==> config.mk <==
export PLATFORM = sky130hd
export DESIGN_NAME = mux4_rr_arbiter
export DESIGN_NICKNAME = d
export VERILOG_FILES = /design/src/rtl/mux4_rr_arbiter.sv
export SDC_FILE = /design/constraint.sdc
export NUM_CORES = 1
export LEC_CHECK = 0
export ABC_AREA = 1
export CAP_MARGIN = 20
export CELL_PAD_IN_SITES_DETAIL_PLACEMENT = 0
export CELL_PAD_IN_SITES_GLOBAL_PLACEMENT = 1
export CORE_ASPECT_RATIO = 0.9
export CORE_MARGIN = 8
export CORE_UTILIZATION = 27
export CTS_CLUSTER_SIZE = 8
export DETAILED_ROUTE_END_ITERATION = 8
export GPL_TIMING_DRIVEN = 0
export MAX_ROUTING_LAYER = met4
export PLACE_DENSITY = 0.88
export SLEW_MARGIN = 10
export SYNTH_ARGS = -nofsm -noshare
export SYNTH_HDL_FRONTEND = slang
export SYNTH_SLANG_ARGS = --single-unit
==> constraint.sdc <==
create_clock -name clk -period 4.4 [get_ports clk]
set_input_delay 0.88 -clock clk [delete_from_list [all_inputs] [get_ports clk]]
set_output_delay 0.88 -clock clk [all_outputs]
set_load 0.02 [all_outputs]
==> src/rtl/mux4_rr_arbiter.sv <==
// -----------------------------------------------------------------------------
// mux4_rr_arbiter
//   Round-robin arbiter and sequencer that shares one 4:1 data mux among four
//   requesters. One requester is granted at a time. Its data slice is forwarded
//   over a valid/ready output handshake. A grant lasts at most MAX_HOLD beats,
//   and then the grant rotates to the next requester.
//
// Handshake: a beat is transferred on a rising clk edge where
//   dout_valid & dout_ready are both 1. dout_valid never depends on dout_ready.
//   While dout_valid=1 and dout_ready=0, the granted requester keeps its din
//   slice stable.
//
// Ports
//   clk         in   1      single clock, rising edge
//   rst_n       in   1      asynchronous, active-low reset
//   req         in   4      request per requester (req[0] = mux input a ... req[3] = d)
//   din         in   4*DW   requester data, slice i = din[i*DW +: DW]
//   dout_ready  in   1      downstream accepts dout this cycle
//   gnt         out  4      one-hot registered grant, 0 when idle
//   sel         out  2      registered mux select of the granted requester
//   dout        out  DW     din slice chosen by sel
//   dout_valid  out  1      GRANT state and the granted requester still requests
//   busy        out  1      FSM state debug view (1 = GRANT, 0 = IDLE)
// -----------------------------------------------------------------------------
module mux4_rr_arbiter #(
   parameter int DW       = 8,
   parameter int MAX_HOLD = 4
) (
   input  logic            clk,
   input  logic            rst_n,
   input  logic [3:0]      req,
   input  logic [4*DW-1:0] din,
   input  logic            dout_ready,
   output logic [3:0]      gnt,
   output logic [1:0]      sel,
   output logic [DW-1:0]   dout,
   output logic            dout_valid,
   output logic            busy
);

   localparam int CW = $clog2(MAX_HOLD + 1);
   localparam logic [CW-1:0] CNT_LAST = CW'(MAX_HOLD - 1);

   typedef enum logic {
      IDLE  = 1'b0,
      GRANT = 1'b1
   } state_t;

   state_t        state, state_nxt;
   logic [3:0]    gnt_nxt;
   logic [1:0]    sel_nxt;
   logic [1:0]    ptr, ptr_nxt;
   logic [CW-1:0] cnt, cnt_nxt;

   logic [7:0]    req_dbl;
   logic [3:0]    req_rot;
   logic [1:0]    win_off;
   logic [1:0]    win;
   logic          beat;

   // Rotate req so that bit 0 is the requester at ptr. The lowest set bit of
   // the rotated vector is then the round-robin winner, taken as an offset
   // from ptr.
   always_comb begin
      req_dbl = {req, req} >> ptr;
      req_rot = req_dbl[3:0];
      win_off = 2'd0;
      for (int k = 3; k >= 0; k--) begin
         if (req_rot[k]) win_off = 2'(k);
      end
      win = ptr + win_off;
   end

   assign busy       = (state == GRANT);
   assign dout_valid = (state == GRANT) & req[sel];
   assign dout       = din[32'(sel) * DW +: DW];
   assign beat       = dout_valid & dout_ready;

   always_ff @(posedge clk or negedge rst_n) begin
      if (!rst_n) begin
         state <= IDLE;
         gnt   <= 4'b0000;
         sel   <= 2'd0;
         ptr   <= 2'd0;
         cnt   <= '0;
      end else begin
         state <= state_nxt;
         gnt   <= gnt_nxt;
         sel   <= sel_nxt;
         ptr   <= ptr_nxt;
         cnt   <= cnt_nxt;
      end
   end

   always_comb begin
      state_nxt = state;
      gnt_nxt   = gnt;
      sel_nxt   = sel;
      ptr_nxt   = ptr;
      cnt_nxt   = cnt;
      unique case (state)
         IDLE: begin
            if (|req) begin
               state_nxt = GRANT;
               gnt_nxt   = 4'b0001 << win;
               sel_nxt   = win;
               cnt_nxt   = '0;
            end
         end
         GRANT: begin
            // A dropped request releases without a beat. The last allowed
            // beat completes, and the grant is released on the same edge.
            if (!req[sel] || (beat && cnt == CNT_LAST)) begin
               state_nxt = IDLE;
               gnt_nxt   = 4'b0000;
               ptr_nxt   = sel + 2'd1;
               cnt_nxt   = '0;
            end else if (beat) begin
               cnt_nxt = cnt + 1'b1;
            end
         end
         default: begin
            state_nxt = IDLE;
         end
      endcase
   end

endmodule

==> run_results.csv <==
group,metric,value,unit
run_status,status,"finished, final reports clean",
yosys,yosys.area_share.simple,35.0,%
setup_path,crit_path_start_kind,"primary input",
final_layout,drive_gt1_share,13.1,%
floorplan,initial_core_util,27.4,%
min_path,hold_class,"flop to flop",
floorplan,die_w,79.9,um
detailed_routing,drc,0,
yosys,synth.cell_area,993,um2
global_route,grt_use_met1,15.0,%
clocking,clk_pin_slew,0.05,ns
detailed_routing,post_drt_wl_per_cell,12.7,um
timing,rsz0062_at_grt,"no",
timing,hold_slack,0.477,ns
global_route,grt_antenna_before_repair,0,
setup_path,critPathSlowestCell,"clkdlybuf4s50_1",
timing,finalHoldViolations,0,
global_route,top_usage_layer,"met2",
yosys,syn_inst,149,
yosys,synth_seq_cells,12,
clocking,cts-htree-levels,1,
power,power.density,700,nW/um2
detailed_routing,vias_per_cell,4.56,
global_route,overflow,0,
floorplan,num_rows,21,
clocking,cts-resized-gates,0,
yosys,synth_xor_area_share,0.882,%
setup_path,path_delay_family,"buffers and inverters",
global_route,grt_start_max_net_pins,13,
run,maxCapViolCount,0,
yosys,synthAdderAreaFrac,3.78,%
clocking,clockBufferDepth,2,
setup_path,crit_required,3.52,ns
power,combPwrFrac,74.7,%
final_layout,utilization,45.0,%
timing,final.min_clock_period,3.31,ns
yosys,synthDistinctLibCells,22,
floorplan,coreArea,3630,um2
setup_path,critPathCaptureType,"output pin",
setup_path,path_cells,"clkdlybuf4s50_1, nand2_1, nand3_1, nand2_1, nor2_1, clkdlybuf4s50_1",
final_layout,finalInstanceArea,1630,um2
timing,worst_slew_pin_slew,0.521,ns
detailed_routing,finalWirelength,3.19,mm
power,power_frac_clock,8.6,%
clocking,cts_root_buffer,"clkbuf_8",
detailed_routing,dr.pass1.iters,4,
yosys,synthMuxAreaShare,0,%
clocking,cts_setup_buffers,0,
detailed_routing,ant_nets,0,
clocking,cts_buffers,3,
timing,max_slew_margin,65.2,%
placement,io_buffer_count,54,
power,vdd_drop_max,334,uV
clocking,insertion_delay,0.24,ns
detailed_routing,detailedRoute.firstIterationViolations,67,
setup_path,path_class,"primary input to output pin",
timing,slew_violations,0,
yosys,synth_seq_area_share,30.2,%
timing,max_freq,302,MHz
placement,post_dp_cell_area,1590,um2
global_route,grt_pass1_vias,1177,
placement,hpwlAfterDp,2.58,mm
setup_path,crit_fanout,4,
floorplan,io_pins,55,
clocking,clock_sinks,12,
final_layout,area_growth,64.4,%
yosys,syn_nets,191,
yosys,yosys_warnings,0,
yosys,synth_compound_area_share,20.8,%
timing,post-route-period-util,75.1,%
power,intPower,0.568,mW
setup_path,slowest_delay,0.63,ns
yosys,synth_top_family_by_area,"simple AND/OR/NAND/NOR gates",
power,p_switching,0.576,mW
power,p_leak,0.726,nW
clocking,cts_tree,"done",
timing,finalSetupViolCount,0,
setup_path,arrival,2.43,ns
global_route,grt_pass1_wl,5.40,mm
global_route,grt.total_usage,11.6,%
timing,finalSetupTns,0,ns
timing,clock_skew,0.00211,ns
floorplan,dieArea,5880,um2
power,p_seq_share,16.7,%
placement,gp_congestion,0.759,
final_layout,nets,250,
yosys,avgSynthCellArea,6.67,um2
clocking,hold_buffers,0,
setup_path,path_buf_inv,2,
floorplan,die-height,73.5,um
global_route,grt_util_met2,17.8,%
power,switching_share,50.4,%
final_layout,antenna_cells,0,
detailed_routing,vias,1149,
global_route,globalRouteMet3Util,3.18,%
cells by family after synthesis:
family / after synthesis
adders and majority gates: 3
buffers and inverters: 19
AOI/OAI and AO/OA: 36
DFF: 12
and+or+nand+nor: 78
xor gates and xnor gates: 1
final timing paths:
path | cells past startpoint | slack, ns | start | endpoint
max in group asynchronous | 1 | 3.07 | rst_n | busy
worst max register to register | 13 | 2.50 | ptr[0] | gnt[3]
worst min register to register | 2 | 0.48 | gnt[2] | gnt[2]
worst max-delay path | 6 | 1.09 | req[1] | dout_valid
worst min-delay path | 2 | 0.48 | gnt[2] | gnt[2]
min in group asynchronous | 1 | 0.99 | rst_n | gnt[2]
registers in the layout, indices dropped and copies added (netlist names):
| signal | count |
|---|---|
| busy | 1 |
| cnt | 3 |
| gnt | 4 |
| ptr | 2 |
| sel | 2 |
cell type report:
type | instances | area, um2
plain buffers | 6 | 30.0
clock buffers | 3 | 41.3
fillers | 389 | 1990
inverters | 13 | 62.6
multi-input cells | 118 | 601
flip-flops and latches | 12 | 300
well taps | 46 | 57.6
repair buffers | 54 | 541
metal layers:
| layer | vias up | routed length [um] |
|---|---|---|
| met5 | - | 0 |
| met1 | 508 | 1530 |
| li1 | 609 | - |
| met4 | 0 | 10 |
| met3 | 3 | 140 |
| met2 | 29 | 1520 |
metrics by stage:
step                      total power [mW]  setup slack, ns  std cells
after floorplan                      0.745             2.14        149
after global placement                1.04             1.09        249
after detailed placement              1.05             1.08        249
after CTS                             1.15             1.08        252
after global routing                  1.26            0.981        252
final                                 1.14             1.09        252
cell usage after synthesis:
cell / instances / area share, %
o21ai_0: 14 / 7.1
nand3_2: 2 / 2.0
dfrtp_1: 12 / 30
inv_1: 6 / 2.3
nand2_4: 1 / 1.1
o21ai_1: 8 / 4.0
nand2_1: 32 / 12
a31oi_1: 1 / 0.63
ha_1: 3 / 3.8
xor2_1: 1 / 0.88
bufinv_8: 1 / 1.8
buf_2: 3 / 1.5
nor2_1: 22 / 8.3
o22ai_1: 9 / 5.7
nand2_2: 6 / 3.8
a21boi_1: 1 / 0.76
nand3_1: 14 / 7.1
clkbuf_1: 2 / 0.76
inv_2: 6 / 2.3
nor2_2: 1 / 0.63
o21ai_2: 3 / 2.6
buf_4: 1 / 0.76
tightest hold or removal path: cells and delay by family, from the launching register on:
kind / cells / cell delay [ns]
flip-flops: 1 / 0.34
AND/OR/NAND/NOR: 2 / 0.10
power groups by stage:
stage	Sequential, mW	Combinational [mW]	Clock (mW)
after detailed placement	0.193	0.854	0
after CTS	0.191	0.860	0.101
after global routing	0.199	0.950	0.107
after floorplan	0.212	0.534	0
after global placement	0.192	0.852	0
final	0.192	0.854	0.0983
layout by cell type (no fill, tap or decap):
master           instances
a21boi_1                 1
a31oi_1                  1
buf_2                    3
buf_4                    1
bufinv_8                 1
clkbuf_1                 2
clkbuf_8                 3
clkdlybuf4s50_1         54
dfrtp_1                 12
ha_1                     3
inv_1                    6
inv_2                    6
nand2_1                 32
nand2_2                  6
nand2_4                  1
nand3_1                 14
nand3_2                  2
nor2_1                  22
nor2_2                   1
o21ai_0                 14
o21ai_1                  8
o21ai_2                  3
o22ai_1                  9
xor2_1                   1
No activity file was read; power rests on OpenSTA's default activity.
